**src/rtl/rsa_job_ctrl.sv**
```systemverilog
// Job sequencer for the modular-exponentiation engine: key storage, operand snapshot,
// range/timeout checking and a valid/ready result stream.
module rsa_job_ctrl #(
    parameter int unsigned WIDTH          = 32,
    parameter int unsigned TIMEOUT_CYCLES = 256
) (
    input  logic                 clk,
    input  logic                 reset,
    input  logic                 key_we,
    input  logic [1:0]           key_sel,
    input  logic [2*WIDTH-1:0]   key_wdata,
    input  logic                 in_valid,
    output logic                 in_ready,
    input  logic [2*WIDTH-1:0]   in_data,
    input  logic                 in_mode,
    output logic                 out_valid,
    input  logic                 out_ready,
    output logic [2*WIDTH-1:0]   out_data,
    output logic [1:0]           out_err,
    output logic                 busy,
    output logic [2*WIDTH-1:0]   eng_base,
    output logic [2*WIDTH-1:0]   eng_modulo,
    output logic [2*WIDTH-1:0]   eng_exponent,
    output logic                 eng_run,
    input  logic                 eng_finish,
    input  logic [2*WIDTH-1:0]   eng_result
);

    localparam int unsigned DW = 2 * WIDTH;
    localparam int unsigned TW = $clog2(TIMEOUT_CYCLES + 1);
    localparam logic [TW-1:0] TimerLast = TW'(TIMEOUT_CYCLES - 1);

    localparam logic [1:0] ErrOk      = 2'd0;
    localparam logic [1:0] ErrRange   = 2'd1;
    localparam logic [1:0] ErrTimeout = 2'd2;

    typedef enum logic [1:0] {StIdle, StLoad, StRun, StOut} state_e;

    state_e          state_q, state_d;
    logic [DW-1:0]   n_q, e_q, d_q;
    logic [DW-1:0]   base_q, base_d;
    logic [DW-1:0]   mod_q, mod_d;
    logic [DW-1:0]   exp_q, exp_d;
    logic [DW-1:0]   out_data_q, out_data_d;
    logic [1:0]      out_err_q, out_err_d;
    logic [TW-1:0]   timer_q, timer_d;
    logic            range_bad;

    // Key registers are writable at any time; jobs only see them through the operand snapshot.
    always_ff @(posedge clk or negedge reset) begin
        if (!reset) begin
            n_q <= '0;
            e_q <= '0;
            d_q <= '0;
        end else if (key_we) begin
            if (key_sel == 2'd0) n_q <= key_wdata;
            if (key_sel == 2'd1) e_q <= key_wdata;
            if (key_sel == 2'd2) d_q <= key_wdata;
        end
    end

    // The engine works on WIDTH-bit moduli; the upper half of n must be clear.
    assign range_bad = (n_q < DW'(2)) || (n_q[DW-1:WIDTH] != '0) || (in_data >= n_q);

    always_comb begin
        state_d    = state_q;
        base_d     = base_q;
        mod_d      = mod_q;
        exp_d      = exp_q;
        out_data_d = out_data_q;
        out_err_d  = out_err_q;
        timer_d    = timer_q;
        unique case (state_q)
            StIdle: begin
                if (in_valid) begin
                    if (range_bad) begin
                        out_data_d = '0;
                        out_err_d  = ErrRange;
                        state_d    = StOut;
                    end else begin
                        base_d  = in_data;
                        mod_d   = n_q;
                        exp_d   = in_mode ? d_q : e_q;
                        state_d = StLoad;
                    end
                end
            end
            StLoad: begin
                timer_d = '0;
                state_d = StRun;
            end
            StRun: begin
                if (eng_finish) begin
                    out_data_d = eng_result;
                    out_err_d  = ErrOk;
                    state_d    = StOut;
                end else if (timer_q == TimerLast) begin
                    out_data_d = '0;
                    out_err_d  = ErrTimeout;
                    state_d    = StOut;
                end else begin
                    timer_d = timer_q + TW'(1);
                end
            end
            StOut: begin
                if (out_ready) state_d = StIdle;
            end
            default: state_d = StIdle;
        endcase
    end

    always_ff @(posedge clk or negedge reset) begin
        if (!reset) begin
            state_q    <= StIdle;
            base_q     <= '0;
            mod_q      <= '0;
            exp_q      <= '0;
            out_data_q <= '0;
            out_err_q  <= ErrOk;
            timer_q    <= '0;
        end else begin
            state_q    <= state_d;
            base_q     <= base_d;
            mod_q      <= mod_d;
            exp_q      <= exp_d;
            out_data_q <= out_data_d;
            out_err_q  <= out_err_d;
            timer_q    <= timer_d;
        end
    end

    // Outputs decode straight from state so an asynchronous reset drops them at once.
    assign in_ready     = (state_q == StIdle);
    assign out_valid    = (state_q == StOut);
    assign busy         = (state_q != StIdle);
    assign eng_run      = (state_q == StRun);
    assign out_data     = out_data_q;
    assign out_err      = out_err_q;
    assign eng_base     = base_q;
    assign eng_modulo   = mod_q;
    assign eng_exponent = exp_q;

endmodule
```
**config.mk**
```make
export PLATFORM = sky130hd
export DESIGN_NAME = rsa_job_ctrl
export DESIGN_NICKNAME = d
export VERILOG_FILES = /design/src/rtl/rsa_job_ctrl.sv
export SDC_FILE = /design/constraint.sdc
export NUM_CORES = 1
export LEC_CHECK = 0
export CAP_MARGIN = 20
export CORE_ASPECT_RATIO = 1.4
export CORE_MARGIN = 3
export CORE_UTILIZATION = 46
export DETAILED_ROUTE_END_ITERATION = 12
export HOLD_SLACK_MARGIN = 0.06
export PLACE_DENSITY = 0.84
export RECOVER_POWER = 25
export SLEW_MARGIN = 15
export SYNTH_ARGS = -nofsm -noshare
export SYNTH_HDL_FRONTEND = slang
export SYNTH_SLANG_ARGS = --single-unit
```
**constraint.sdc**
```tcl
create_clock -name clk -period 2.9 [get_ports clk]
set_input_delay 0.58 -clock clk [delete_from_list [all_inputs] [get_ports clk]]
set_output_delay 0.58 -clock clk [all_outputs]
set_load 0.005 [all_outputs]
```
==> results.yml, run 1 <==
synth:
  synthMuxAreaShare: 0.220
  synth-main-ff-cell: "dfrtp_1"
  synth-xor-area-share: 0.000881
  async_flop_share: 1.00
  yosysWarnings: 0
  synth_fa_ha_area_frac: 0.0434
  synth_nets: 1812
  synth_simple_gate_area_frac: 0.0788
  synth_edf_count: 0
  synth_top_family_by_area: "multiplexers"
  netlist_area_um2: 19900
  syn_area_per_cell_um2: 12.9
  ys_seq_elements: 461
  synth_compound_area_frac: 0.0428
  synthCells: 1542
  ys_seq_area_frac: 0.580
  yosysUniqueCellTypes: 46
job:
  drv_cap: 1
cts:
  clk_pin_slew_ns: 0.06
  cts_buffers: 44
  cts_tree: "done"
  ctsRootBufferMaster: "clkbuf_16"
  clock_latency_ns: 0.56
  clock_sinks: 461
  cts_buffer_depth: 3
  htreeDepth: 2
worst_setup_path:
  critPathSlowestCell: "clkdlybuf4s50_1"
  worstPathArrival_ns: 3.49
  slowest_delay_ns: 0.47
  crit_fanout: 6
  startpoint_type: "input port"
  worstRegToRegCells: 13
  endpoint_kind: "register"
  criticalPathCategory: "input port to register"
  timing.critical_path.required_ns: 3.33
  path_cells: "clkdlybuf4s50_1 > ha_2 > buf_4 > nor2_2 > nor2_1 > a41oi_2 > nor3b_4 > o311ai_4 > nand3_2 > nand3_4 > buf_12 > clkbuf_16 > mux2_2"
power:
  comb_power_share: 0.284
  power.switching_mw: 5.43
  finalPower_mw: 19.6
  sw_frac_of_total: 0.277
  power_density_nw_per_um2: 680
  leakagePower_nw: 13.6
  seqPwrFrac: 0.403
  intPower_mw: 14.2
  p_clk_frac: 0.313
  ir_drop_v: 0.000448
detailed_routing:
  wl_um: 64000
  wl_per_cell_um: 23.7
  route.detailed.drc: 0
  dr.pass1.iters: 5
  ant_nets: 0
  drtIter0Drc: 724
  vias: 14909
  viasPerCell: 5.52
grt:
  grt_use_total: 0.261
  overflow: 0
  first_global_vias: 16244
  grt_pass1_wl_um: 93700
  grt_max_degree: 81
  antenna_found_initial: 2
layout:
  fill_cells: 2800
  layout-drive-gt1-share: 0.304
  area_growth_pct: 44.9
  multi_input_area_um2: 8440
  final_core_util: 0.679
  register_area_um2: 11500
  finalNetCount: 2390
  fin_cells: 2701
  design_area_um2: 28800
die:
  die_area_um2: 45800
  ioPinCount: 463
  die_w_um: 182
  floorplan.initialDensity: 0.469
  die_h_um: 252
  coreArea_um2: 42400
  rows: 89
timing:
  maxClockFrequency_mhz: 327
  skew_ns: 0.0229
  slew_violations: 79
  slew_headroom: -0.411
  finalSetupViolations: 114
  hold_ws_ns: 0.356
  rsz0062_at_grt: "true"
  min_period_ns: 3.06
  hold_viol: 0
  worst_pin_slew_ns: 2.12
  fin_crit_sh: 1.06
  fin_ws_ns: -0.162
  tns_ns: -11.28
place:
  port_buffers: 462
  placement.cell_area_um2: 25900
  post-dp-hpwl_um: 42400
  dp.cells: 2581
  place_congestion: 0.883
  dp_slack_ns: -1.33
min_path:
  worstHoldPathType: "input port to register"
  min_path_cells: 2
outcome:
  violations: "max-capacitance violations, max-slew violations, negative setup slack"
  status: "finished, violations left"
==> cell type report <==
type                       instances  share of cell area
antenna                            2            0.000174
clock buffer                      65              0.0461
clock inverter                    14             0.00794
inverter                          76             0.00990
multi-input combinational        924               0.293
sequential                       461               0.400
tap                              546              0.0237
timing repair buffer             613               0.219
==> layout by cell type, fill, tap and decap left out, types with 22 or more instances in the layout <==
master / n
dfrtp_1: 461
clkdlybuf4s50_1: 420
mux2_2: 287
nand2_1: 125
o21ai_0: 101
buf_4: 94
and3_1: 64
inv_1: 59
mux2_4: 54
clkbuf_16: 51
mux2_1: 46
ha_1: 46
and2_1: 31
dlygate4sd2_1: 28
buf_12: 22
==> worst max-delay path: cells and delay by family <==
| kind | cells | cell delay (ns) |
|---|---|---|
| AOI/OAI and AO/OA | 2 | 0.72 |
| adders and majority gates | 1 | 0.25 |
| buffers and inverters | 4 | 0.93 |
| muxes | 1 | 0.33 |
| and+or+nand+nor | 5 | 0.65 |
==> cells by family (layout without fill, tap and decap cells) <==
logic type | count (synthesis) | in the layout
XOR/XNOR | 2 | 2
adder cells (fa/ha/maj) | 69 | 69
buffers and inverters | 157 | 768
AND/OR/NAND/NOR | 305 | 305
AO/OA/AOI/OAI | 160 | 160
multiplexers | 388 | 388
flip-flops | 461 | 461
other | 0 | 2
==> power by group through the flow <==
| stage | registers, mW | logic, mW | clock network [mW] |
|---|---|---|---|
| final | 7.90 | 5.56 | 6.15 |
| after global routing | 8.00 | 5.91 | 6.53 |
| after CTS | 7.86 | 5.12 | 6.23 |
| after detailed placement | 7.96 | 4.45 | 0 |
| after global placement | 7.89 | 4.30 | 0 |
| after floorplan | 7.86 | 2.25 | 0 |
==> registers in the layout, summed over array words and instances (netlist names) <==
signal / count
d_q: 64
e_q: 64
eng_base: 64
eng_exponent: 64
eng_modulo: 64
n_q: 64
out_data: 64
timer_q: 9
out_err: 2
state_q: 2
==> cells in the mapped netlist (all sizes together), types with 2 or more instances <==
| library cell | number | area share |
|---|---|---|
| dfrtp | 461 | 0.58 |
| mux2 | 387 | 0.22 |
| nand2 | 129 | 0.024 |
| o21ai | 122 | 0.031 |
| inv | 76 | 0.014 |
| ha | 69 | 0.043 |
| and3 | 64 | 0.020 |
| clkbuf | 57 | 0.011 |
| and2 | 33 | 0.010 |
| buf | 24 | 0.0087 |
| a21oi | 22 | 0.0055 |
| nor4 | 17 | 0.0053 |
| nand3 | 14 | 0.0035 |
| nand4 | 12 | 0.0041 |
| nor2 | 12 | 0.0023 |
| nor2b | 6 | 0.0019 |
| nor3 | 4 | 0.0010 |
| a211oi | 3 | 0.0011 |
| a21o | 3 | 0.0011 |
| nor3b | 3 | 0.0011 |
| or3 | 3 | 0.00094 |
| a41oi | 2 | 0.00088 |
| nand3b | 2 | 0.00075 |
| or2 | 2 | 0.00063 |
==> final timing paths <==
check | start | endpoint | slack, ns
max | in_data[3] | out_data[33]$_DFFE_PN0P_ | -0.16
min | in_data[48] | eng_base[48]$_DFFE_PN0P_ | 0.36
max reg2reg | n_q[3]$_DFFE_PN0P_ | out_data[33]$_DFFE_PN0P_ | -0.09
min reg2reg | eng_modulo[62]$_DFFE_PN0P_ | eng_modulo[62]$_DFFE_PN0P_ | 0.49
max in group asynchronous | reset | eng_modulo[15]$_DFFE_PN0P_ | 0.24
min in group asynchronous | reset | eng_base[46]$_DFFE_PN0P_ | 1.20
==> repair_timing <==
action                                  CTS  global route
pin swaps                                13            34
setup buffers                            21            10
gates cloned                              6             8
hold buffers                              1             0
resized for setup                       102           130
endpoints found under the setup margin  259           237
hold endpoints to repair                  1             0
==> metal layers <==
metal / routed length [µm] / vias to the layer above / GRT usage / part of all wire
li1: - / 6545 / - / -
met1: 22800 / 7556 / 0.295 / 0.36
met2: 33600 / 645 / 0.481 / 0.53
met3: 4680 / 163 / 0.0629 / 0.073
met4: 2850 / 0 / 0.0884 / 0.045
met5: 0 / - / 0 / 0
Note: power is estimated with default switching activity, not from simulation.
==> inputs of run 2 (changes only) <==
Settings changed: PLACE_DENSITY 0.84 to unset, PLACE_DENSITY_LB_ADDON set to 0.3.
==> results.yml, run 2 (synthesized netlist as in run 1, its figures left out) <==
outcome:
  status: "finished, violations left"
  violations: "max-capacitance violations, max-slew violations, negative setup slack"
grt:
  grt.busiest_layer: "met2"
  antenna_found_initial: 4
  grt_pass1_wl_um: 88900
  grt_use_total: 0.248
  first_global_vias: 15669
  met3_usage: 0.0718
  use_met1: 0.281
  grt_max_degree: 78
  grt.met2_usage: 0.453
  overflow: 0
layout:
  fin_cells: 2701
  design_area_um2: 28500
  layout_commonest_cell: "dfrtp_1"
  layout-drive-gt1-share: 0.279
  finalNetCount: 2390
  final_cell_mix: "dfrtp_1, clkdlybuf4s50_1, mux2_2"
  final_core_util: 0.671
  area_growth_pct: 43.2
die:
  die_area_um2: 45800
  rows: 89
  floorplan.initialDensity: 0.469
  coreArea_um2: 42400
  die_h_um: 252
  die_w_um: 182
  ioPinCount: 463
power:
  seqPwrFrac: 0.408
  power_density_nw_per_um2: 676
  ir_drop_v: 0.000556
  power.switching_mw: 5.25
  comb_power_share: 0.286
  leakagePower_nw: 13.4
  sw_frac_of_total: 0.273
  intPower_mw: 14.0
  p_clk_frac: 0.306
worst_setup_path:
  crit_fanout: 8
  worst-path-buf-inv: 4
  criticalPathCategory: "input port to register"
  timing.critical_path.required_ns: 3.33
  endpoint_kind: "register"
  crit_top_cell: "nand3_4"
  worstPathArrival_ns: 3.37
  critPathSlowestCell: "o311ai_4"
  r2r_slack_ns: -0.01
  path_cells: "clkdlybuf4s50_1 > ha_1 > a21oi_1 > nor2b_1 > o21ai_0 > nand3_1 > o311ai_4 > nand3_4 > nand3_4 > buf_6 > buf_12 > buf_16 > mux2_2"
  crit_family: "buffers and inverters"
  startpoint_type: "input port"
  slowest_delay_ns: 0.45
job:
  drv_cap: 1
cts:
  cts_buffers: 45
  ctsRootBufferMaster: "clkbuf_16"
  clock_sinks: 461
  cts_buffer_depth: 3
  clock_latency_ns: 0.56
  clk_pin_slew_ns: 0.06
  htreeDepth: 2
  cts_tree: "done"
timing:
  fin_ws_ns: -0.0408
  hold_viol: 0
  maxClockFrequency_mhz: 340
  fin_crit_sh: 1.01
  finalSetupViolations: 42
  min_period_ns: 2.94
  rsz0062_at_grt: "true"
  tns_ns: -0.985
  worst_pin_slew_ns: 1.88
  slew_violations: 65
  slew_headroom: -0.256
  skew_ns: 0.0203
place:
  dp.cells: 2577
  place_congestion: 0.857
  placement.cell_area_um2: 25800
  dp_slack_ns: -1.15
  post-dp-hpwl_um: 40000
  port_buffers: 462
detailed_routing:
  wl_um: 58500
  drtIter0Drc: 656
  ant_nets: 0
  route.detailed.drc: 0
  viasPerCell: 5.31
  vias: 14352
  dr.pass1.iters: 5
  wl_per_cell_um: 21.7
min_path:
  worstHoldPathType: "input port to register"
==> run 2: final timing paths <==
| kind | from | end | cells after the start |
|---|---|---|---|
| min in group asynchronous | reset | out_data[59]$_DFFE_PN0P_ | 2 |
| max in group asynchronous | reset | eng_modulo[56]$_DFFE_PN0P_ | 3 |
| max reg2reg | n_q[13]$_DFFE_PN0P_ | out_data[21]$_DFFE_PN0P_ | 13 |
| min | in_data[50] | eng_base[50]$_DFFE_PN0P_ | 2 |
| min reg2reg | eng_modulo[28]$_DFFE_PN0P_ | eng_modulo[28]$_DFFE_PN0P_ | 2 |
| max | in_data[21] | out_data[21]$_DFFE_PN0P_ | 13 |
==> run 2: final cells by class <==
class	count	area, µm²
antenna	2	5.00
clock buffer	68	1340
clock inverter	12	144
fill	3056	14000
inverter	76	285
multi-input combinational	924	8090
sequential	461	11500
tap	546	683
timing repair buffer	612	6390
==> run 2: stage by stage <==
step	power [mW]	hold WS, ns
floorplan	10.1	0.284
global placement	12.2	0.462
detailed placement	12.4	0.470
CTS	19.3	0.390
global route	20.1	0.315
finish	19.3	0.313
==> run 2: layer usage <==
metal	vias to the layer above	wire length (µm)	share of wire
li1	6541	-	-
met1	7220	21400	0.37
met2	494	30800	0.53
met3	91	4600	0.079
met4	6	1680	0.029
met5	-	40	0.00068
==> run 2: repair_timing <==
item                                   4_1_cts  5_1_grt
setup endpoints to repair                  258      249
pin swaps                                   31       21
hold buffers                                 1        0
cloned                                      13        8
resized for setup                           96       38
endpoints found under the hold margin       57        0
setup buffers                               14        7
==> run 2: worst register-to-register path, delay by kind of cell (launching register included) <==
family          cells  cell delay [ns]
buf+inv             4             0.44
flops               1             0.36
simple gates        3             0.42
fa+ha+maj           1             0.33
mux                 1             0.34
compound gates      4             0.90
==> run 2: power groups by stage <==
stage / Sequential, mW / Clock (mW) / Combinational, mW
6_report: 7.86 / 5.88 / 5.51
5_1_grt: 7.97 / 6.27 / 5.88
4_1_cts: 7.84 / 6.03 / 5.45
3_5_place_dp: 7.96 / 0 / 4.42
3_3_place_gp: 7.90 / 0 / 4.31
2_1_floorplan: 7.86 / 0 / 2.25
==> inputs of run 3 (changes only) <==
Settings changed: SKIP_CTS_REPAIR_TIMING set to 1.
==> results.yml, run 3 (synthesized netlist as in run 1, its figures left out) <==
outcome:
  status: "finished, violations left"
  violations: "max-capacitance violations, max-slew violations, negative setup slack"
cts:
  cts_tree: "done"
  ctsRootBufferMaster: "clkbuf_16"
  cts_buffers: 45
  clk_pin_slew_ns: 0.06
  clock_sinks: 461
  clock_latency_ns: 0.56
  cts_buffer_depth: 3
  htreeDepth: 2
die:
  rows: 89
  ioPinCount: 463
  coreArea_um2: 42400
  floorplan.initialDensity: 0.469
  die_w_um: 182
  die_h_um: 252
  die_area_um2: 45800
place:
  placement.cell_area_um2: 25800
  dp_slack_ns: -1.15
  dp.cells: 2577
  post-dp-hpwl_um: 40000
  place_congestion: 0.857
  port_buffers: 462
detailed_routing:
  dr.pass1.iters: 4
  route.detailed.drc: 0
  ant_nets: 0
  drtIter0Drc: 666
  viasPerCell: 5.33
  wl_per_cell_um: 22.2
  vias: 14428
  wl_um: 60200
worst_setup_path:
  crit_fanout: 8
  slowest_delay_ns: 0.43
  worstRegToRegCells: 12
  startpoint_type: "input port"
  worst-path-buf-inv: 4
  criticalPathCategory: "input port to register"
  crit_family: "buffers and inverters"
  path_cells: "clkdlybuf4s50_1 > ha_1 > a21oi_1 > o21ai_0 > a21oi_1 > nand3_1 > o311ai_2 > buf_4 > nand4_4 > clkbuf_16 > clkbuf_16 > mux2_4"
  critical_path_depth: 12
  critPathSlowestCell: "clkdlybuf4s50_1"
  endpoint_kind: "register"
  timing.critical_path.required_ns: 3.34
  worstPathArrival_ns: 3.38
timing:
  tns_ns: -0.998
  slew_violations: 64
  fin_ws_ns: -0.0375
  rsz0062_at_grt: "true"
  skew_ns: 0.0204
  hold_ws_ns: 0.322
  worst_pin_slew_ns: 1.91
  min_period_ns: 2.94
  maxClockFrequency_mhz: 340
  finalSetupViolations: 65
  fin_crit_sh: 1.01
  slew_headroom: -0.271
  hold_viol: 0
grt:
  overflow: 0
  antenna_found_initial: 4
  grt_use_total: 0.234
  grt_max_degree: 78
  first_global_vias: 15253
  grt_pass1_wl_um: 84800
power:
  power_density_nw_per_um2: 660
  ir_drop_v: 0.000556
  finalPower_mw: 19.0
  leakagePower_nw: 13.8
layout:
  area_growth_pct: 45.0
  design_area_um2: 28800
  layout_commonest_cell: "dfrtp_1"
  final_core_util: 0.680
  fin_cells: 2706
  final_cell_mix: "dfrtp_1, clkdlybuf4s50_1, mux2_2"
  layout-drive-gt1-share: 0.296
  finalNetCount: 2395
  fill_cells: 2984
min_path:
  worstHoldPathType: "input port to register"
  min_path_cells: 2
job:
  drv_cap: 1
==> run 3: cell types whose count changed in the layout (fill, tap and decap cells not counted), moves of 10 or more <==
| cell | previous run | this run |
|---|---|---|
| dlymetal6s2s_1 | 5 | 37 |
| mux2_4 | 9 | 40 |
| dlygate4sd2_1 | 27 | 0 |
| mux2_2 | 312 | 296 |
| mux2_1 | 66 | 51 |
| ha_1 | 56 | 43 |
| ha_4 | 11 | 23 |
| buf_16 | 15 | 4 |
| clkbuf_16 | 52 | 62 |
==> run 3: cell type report <==
class	instances	area, µm²	area share
tap	546	683	0.0237
clock inverter	12	144	0.00499
antenna	2	5.00	0.000174
clock buffer	68	1340	0.0466
multi-input combinational	925	8400	0.291
sequential	461	11500	0.400
inverter	76	285	0.00989
timing repair buffer	616	6440	0.223
==> run 3: layer usage <==
layer	part of all wire	GRT usage	routed length (µm)
met1	0.37	0.270	22300
met4	0.031	0.0568	1870
met5	0.00060	0	36
met2	0.52	0.424	31400
met3	0.075	0.0718	4500
==> run 3: path summary, 6_finish.rpt <==
check,from,slack [ns],end
worst max-delay path,in_data[13],-0.04,eng_base[42]$_DFFE_PN0P_
worst min-delay path,in_data[46],0.32,eng_base[46]$_DFFE_PN0P_
worst max register to register,n_q[37]$_DFFE_PN0P_,0.02,eng_base[42]$_DFFE_PN0P_
worst min register to register,eng_modulo[28]$_DFFE_PN0P_,0.48,eng_modulo[28]$_DFFE_PN0P_
max in group asynchronous,reset,0.35,eng_exponent[6]$_DFFE_PN0P_
min in group asynchronous,reset,1.08,out_data[59]$_DFFE_PN0P_
==> run 3: where the power goes <==
part,total [mW],internal [mW],switching (mW)
logic,5.28,2.99,2.29
clock network,5.89,3.39,2.50
registers,7.86,7.35,0.508
